$ cat config.mk
export PLATFORM = sky130hd
export DESIGN_NAME = alu_pipe_p
export DESIGN_NICKNAME = d
export VERILOG_FILES = /design/src/rtl/alu_pipe_p.sv
export SDC_FILE = /design/constraint.sdc
export NUM_CORES = 1
export LEC_CHECK = 0
export CORE_MARGIN = 2
export CORE_UTILIZATION = 37
export DETAILED_ROUTE_END_ITERATION = 8
export GPL_TIMING_DRIVEN = 0
export PLACE_DENSITY_LB_ADDON = 0.08
export SLEW_MARGIN = 10
export SYNTH_ARGS = -nofsm -noshare
export SYNTH_HDL_FRONTEND = slang
export SYNTH_SLANG_ARGS = --single-unit
$ cat constraint.sdc
create_clock -name clk -period 3.47 [get_ports clk]
set_clock_uncertainty 0.15 [all_clocks]
set_input_delay 0.5205 -clock clk [delete_from_list [all_inputs] [get_ports clk]]
set_output_delay 0.5205 -clock clk [all_outputs]
set_load 0.03 [all_outputs]
$ cat src/rtl/alu_pipe_p.sv
// alu_pipe_p -- two-stage pipelined ALU with valid/ready handshakes.
//
// Purpose:
//   Decode stage (D) captures an instruction: the function code is reduced
//   to the index of its highest set bit, or flagged as an error when it is
//   zero. Execute stage (E) computes the result from D and drives the output
//   port. Chained instructions replace operand B with the previous result.
//
// Optional feature:
//   ALU_PIPE_PARITY_EN -- when defined, out_parity is registered with the
//   result as its XNOR reduction. When undefined, out_parity is constant 0.
//
// Ports:
//   clk, reset         rising-edge clock, synchronous active-high reset
//   in_valid/in_ready  input handshake
//   in_fcode [7:0]     function code; highest set bit selects the operation
//   in_a, in_b         operands (WIDTH bits)
//   in_chain           use the previous result as operand B
//   out_valid/out_ready output handshake
//   out_op [2:0]       decoded operation index
//   out_result         ALU result (WIDTH bits)
//   out_carry          ADD carry-out / SUB borrow
//   out_err            function code was all zero
//   out_parity         XNOR reduction of out_result (0 when feature is off)

module alu_pipe_p #(
    parameter int WIDTH = 4
) (
    input  logic             clk,
    input  logic             reset,
    input  logic             in_valid,
    output logic             in_ready,
    input  logic [7:0]       in_fcode,
    input  logic [WIDTH-1:0] in_a,
    input  logic [WIDTH-1:0] in_b,
    input  logic             in_chain,
    output logic             out_valid,
    input  logic             out_ready,
    output logic [2:0]       out_op,
    output logic [WIDTH-1:0] out_result,
    output logic             out_carry,
    output logic             out_err,
    output logic             out_parity
);

    typedef enum logic [2:0] {
        OP_ADD  = 3'd0,
        OP_SUB  = 3'd1,
        OP_XOR  = 3'd2,
        OP_OR   = 3'd3,
        OP_AND  = 3'd4,
        OP_NOR  = 3'd5,
        OP_NAND = 3'd6,
        OP_XNOR = 3'd7
    } op_e;

    // One advance signal moves the whole pipe; a stalled output freezes
    // both stages and the chain register together.
    logic adv;

    // Decode stage
    logic             d_valid_q, d_valid_d;
    logic             d_err_q,   d_err_d;
    logic [2:0]       d_op_q,    d_op_d;
    logic [WIDTH-1:0] d_a_q,     d_a_d;
    logic [WIDTH-1:0] d_b_q,     d_b_d;
    logic             d_chain_q, d_chain_d;

    // Execute / output stage
    logic             e_valid_q,  e_valid_d;
    logic [2:0]       e_op_q,     e_op_d;
    logic [WIDTH-1:0] e_result_q, e_result_d;
    logic             e_carry_q,  e_carry_d;
    logic             e_err_q,    e_err_d;
    logic [WIDTH-1:0] last_q,     last_d;

    logic [2:0]       dec_op;
    logic [WIDTH-1:0] b_eff;
    logic [WIDTH:0]   sum, diff;
    logic [WIDTH-1:0] res_n;
    logic             carry_n;

    assign adv      = ~e_valid_q | out_ready;
    assign in_ready = adv;

    // Priority encoder: later (higher) set bits overwrite earlier ones.
    always_comb begin
        dec_op = 3'd0;
        for (int i = 0; i < 8; i++) begin
            if (in_fcode[i]) dec_op = 3'(i);
        end
    end

    always_comb begin
        d_valid_d = d_valid_q;
        d_err_d   = d_err_q;
        d_op_d    = d_op_q;
        d_a_d     = d_a_q;
        d_b_d     = d_b_q;
        d_chain_d = d_chain_q;
        if (adv) begin
            d_valid_d = in_valid;
            d_err_d   = (in_fcode == 8'd0);
            d_op_d    = dec_op;
            d_a_d     = in_a;
            d_b_d     = in_b;
            d_chain_d = in_chain;
        end
    end

    // Execute. The extra MSB of sum/diff is carry-out for ADD and, since
    // operands are zero-extended, the borrow (A < B) for SUB.
    always_comb begin
        b_eff   = d_chain_q ? last_q : d_b_q;
        sum     = {1'b0, d_a_q} + {1'b0, b_eff};
        diff    = {1'b0, d_a_q} - {1'b0, b_eff};
        res_n   = '0;
        carry_n = 1'b0;
        case (op_e'(d_op_q))
            OP_ADD:  {carry_n, res_n} = sum;
            OP_SUB:  {carry_n, res_n} = diff;
            OP_XOR:  res_n = d_a_q ^ b_eff;
            OP_OR:   res_n = d_a_q | b_eff;
            OP_AND:  res_n = d_a_q & b_eff;
            OP_NOR:  res_n = ~(d_a_q | b_eff);
            OP_NAND: res_n = ~(d_a_q & b_eff);
            OP_XNOR: res_n = ~(d_a_q ^ b_eff);
            default: res_n = '0;
        endcase
        if (d_err_q) begin
            res_n   = '0;
            carry_n = 1'b0;
        end
    end

    always_comb begin
        e_valid_d  = e_valid_q;
        e_op_d     = e_op_q;
        e_result_d = e_result_q;
        e_carry_d  = e_carry_q;
        e_err_d    = e_err_q;
        last_d     = last_q;
        if (adv) begin
            e_valid_d  = d_valid_q;
            e_op_d     = d_op_q;
            e_result_d = res_n;
            e_carry_d  = carry_n;
            e_err_d    = d_err_q;
            // Bubbles leave the chain operand alone; error results write 0.
            if (d_valid_q) last_d = res_n;
        end
    end

    always_ff @(posedge clk) begin
        if (reset) begin
            d_valid_q  <= 1'b0;
            d_err_q    <= 1'b0;
            d_op_q     <= 3'd0;
            d_a_q      <= '0;
            d_b_q      <= '0;
            d_chain_q  <= 1'b0;
            e_valid_q  <= 1'b0;
            e_op_q     <= 3'd0;
            e_result_q <= '0;
            e_carry_q  <= 1'b0;
            e_err_q    <= 1'b0;
            last_q     <= '0;
        end else begin
            d_valid_q  <= d_valid_d;
            d_err_q    <= d_err_d;
            d_op_q     <= d_op_d;
            d_a_q      <= d_a_d;
            d_b_q      <= d_b_d;
            d_chain_q  <= d_chain_d;
            e_valid_q  <= e_valid_d;
            e_op_q     <= e_op_d;
            e_result_q <= e_result_d;
            e_carry_q  <= e_carry_d;
            e_err_q    <= e_err_d;
            last_q     <= last_d;
        end
    end

`ifdef ALU_PIPE_PARITY_EN
    // Parity of the zero result after reset is even, hence reset value 1.
    logic parity_q, parity_d;

    always_comb begin
        parity_d = parity_q;
        if (adv) parity_d = ~^res_n;
    end

    always_ff @(posedge clk) begin
        if (reset) parity_q <= 1'b1;
        else       parity_q <= parity_d;
    end

    assign out_parity = parity_q;
`else
    assign out_parity = 1'b0;
`endif

    assign out_valid  = e_valid_q;
    assign out_op     = e_op_q;
    assign out_result = e_result_q;
    assign out_carry  = e_carry_q;
    assign out_err    = e_err_q;

endmodule

==> summary.md <==
| Metric | Value |
|---|---|
| Max Clk Rate | 311 MHz |
| CP Launch Type | input port |
| Routability cong. | 0.760 |
| Largest net degree at the start of global routing | 15 |
| Avg Cell Area, Syn | 8.17 um2 |
| Req. time, crit path | 2.80 ns |
| Buf/Inv on CP | 6 |
| Status | finished clean |
| Post-CTS Setup Repair Bufs | 0 |
| Ranking of synthesized cells by area | dfxtp_1 (32%), ha_1 (10%), nand2_1 (7.3%) |
| Finished Core Util | 0.467 |
| TritonCTS clock tree | done |
| Die Height | 72.9 um |
| Worst skew pair latency | 0.27 ns |
| I/O pin cnt | 33 |
| DRT iter0 DRCs | 83 |
| Final hold violation count | 0 |
| Period utilization | 0.928 |
| Port Buffers | 31 |
| CP Cell Sequence | clkdlybuf4s50_1 -> nor2b_1 -> clkbuf_1 -> inv_2 -> buf_2 -> buf_2 -> clkdlybuf4s50_1 |
| Synth Flop Type | dfxtp_1 |
| Slowest CP cell | clkdlybuf4s50_1 |
| Worst rel slew slack | 0.668 |
| Clk root buf | clkbuf_8 |
| Starting Density | 0.377 |
| Worst path max stage delay | 0.70 ns |
| RSZ-0062 raised after global routing | no |
| Core outline area | 0.00466 mm2 |
| Seq cells post-synth | 28 |
| Hold bufs inserted after CTS | 0 |
| Cell with the most instances after synthesis | nand2_1 |
| Cell Area, Synth | 0.00176 mm2 |
| Nets | 288 |
| PostCTS Resize Cnt | 0 |
| DRC | 0 |
| Critical path class | in2out |
| Full die area | 0.00532 mm2 |
| Tot GR Track Use | 0.163 |
| Lkg Pwr | 0.911 nW |
| VDD IR max | 254 uV |
| Area growth from synthesis to layout | 23.9% |
| Detailed Place HPWL | 3150 um |
| Share of layout cells above drive strength 1 | 0.0723 |
| Syn nets | 252 |
| Sink Count | 28 |
| WP data arrival | 2.55 ns |
| Number of global-route vias before repair | 1,476 |
| Placed Cells incl. Taps | 300 |
| Total Routed Length | 4010 um |
| Max Cap Viol | 0 |
| Distinct cells, synth | 46 |
| Post-synthesis cell count | 215 |
| CP delay by family, top | buffers and inverters |
| Die W | 72.9 um |
| PD cells | 354 mW/mm2 |
| Final setup TNS | 0 ns |
| Post-synth top cells | nand2_1 (34), dfxtp_1 (28), a21oi_1 (23) |
| Average wire per standard cell | 13.2 um |
| Vias/cell | 5.00 |
| Leading area contributor after synthesis | dfxtp_1 |
| EDFF count, synth | 0 |
| Final-report max-slew violation count | 0 |
| Post-synth ARST share | 0 |
| Synth top area share | 0.319 |
| Clock-pin transition on the worst setup and hold timing paths | 0.09 ns |
| CP Depth | 7 |
| Post-DRT Antenna Nets | 0 |
| Min cycle time layout | 3.22 ns |
| Hold path depth | 2 |
| Num CTS Buffers | 3 |
| Worst-path fanout max | 10 |
| Via count | 1,516 |
| CTS max path bufs | 2 |
| Final setup viols | 0 |
| H-tree depth | 1 |
| 1st-pass router iterations | 4 |
| Yosys warns | 0 |
| First-pass GRT wire length | 6760 um |
| R2R depth | 8 |
| Hold WC Path Type | reg2reg |
| Non-filler cells, final | 303 |
| Row count | 25 |
| Ant diodes | 0 |
| Post-synthesis sequential area ratio | 0.319 |
| Initial antenna violation count | 0 |
| Critical path endpoint category | output port |
| Slew @ Worst Pin | 0.484 ns |
| Total gr overflow | 0 |
-- worst min-delay path: stages, from the launching register on --
cell and delay [ns]:
dfxtp_1 0.32, nand2_1 0.05, a21oi_1 0.05
-- area by class of cell --
cell class                      instances  area [um2]
Inverter                               14        52.6
Sequential cell                        28         561
Timing Repair Buffer                   31         310
Clock buffer                            3        41.3
Buffer                                 15        86.3
Tap cell                               54        67.6
Fill cell                             474        2480
Multi-Input combinational cell        158        1060
-- cell families (layout without fill, tap and decap cells) --
group / count (synthesis) / after routing / share of synthesized area
adders and majority gates: 16 / 16 / 0.123
AOI/OAI and AO/OA: 51 / 51 / 0.193
muxes: 9 / 9 / 0.0591
other: 1 / 1 / 0.00213
xor gates and xnor gates: 6 / 6 / 0.0299
DFF: 28 / 28 / 0.319
and+or+nand+nor: 75 / 75 / 0.195
buffers and inverters: 29 / 63 / 0.0791
-- report_power, final --
part           total, mW  switching [mW]  internal (mW)
clock              0.170          0.0927         0.0777
combinational      0.239           0.128          0.111
sequential         0.361          0.0155          0.345
total              0.770           0.236          0.534
-- final timing paths --
check	startpoint	endpoint	slack (ns)
worst min register to register	d_b_q[1]	d_b_q[1]	0.31
worst max-delay path	out_ready	in_ready	0.25
worst max register to register	d_chain_q	last_q[1]	0.68
worst min-delay path	d_b_q[1]	d_b_q[1]	0.31
-- layer usage --
metal	vias to the layer above	GRT usage	wire length (um)
met2	23	0.265	1790
met3	6	0.0318	109
met4	0	0.0412	67
li1	792	-	-
met1	695	0.222	2050
met5	-	0	0
-- through the flow --
stage                     area [um2]  hold slack [ns]  setup WS (ns)  power, mW
after floorplan                 1760            0.281           1.08      0.527
after global placement          2130            0.289          0.230      0.609
after detailed placement        2130            0.295          0.246      0.609
after CTS                       2180            0.310          0.238      0.779
after global routing            2180            0.334          0.139      0.818
final                           2180            0.307          0.250      0.770
-- cell usage in the layout (no fill, tap or decap), drive strengths merged, types with 3 or more instances in the layout --
master | synthesis | routed
a211oi | 3 | 3
a21oi | 24 | 24
buf | 8 | 8
clkbuf | 7 | 10
clkdlybuf4s50 | 0 | 31
dfxtp | 28 | 28
ha | 14 | 14
inv | 14 | 14
mux2i | 7 | 7
nand2 | 34 | 34
nand2b | 4 | 4
nand3b | 5 | 5
nor2 | 19 | 19
nor2b | 3 | 3
nor3 | 4 | 4
o211ai | 3 | 3
o21ai | 4 | 4
o21bai | 4 | 4
xor2 | 4 | 4
-- state kept, by name, summed over array words and instances, names as in the netlist --
name and cells:
d_err_q 1, d_chain_q 1, d_b_q 4, out_err 1, out_carry 1, out_valid 1, d_op_q 3, d_a_q 4
d_valid_q 1, last_q 4, out_result 4, out_op 3
Note: power is estimated with default switching activity, not from simulation.
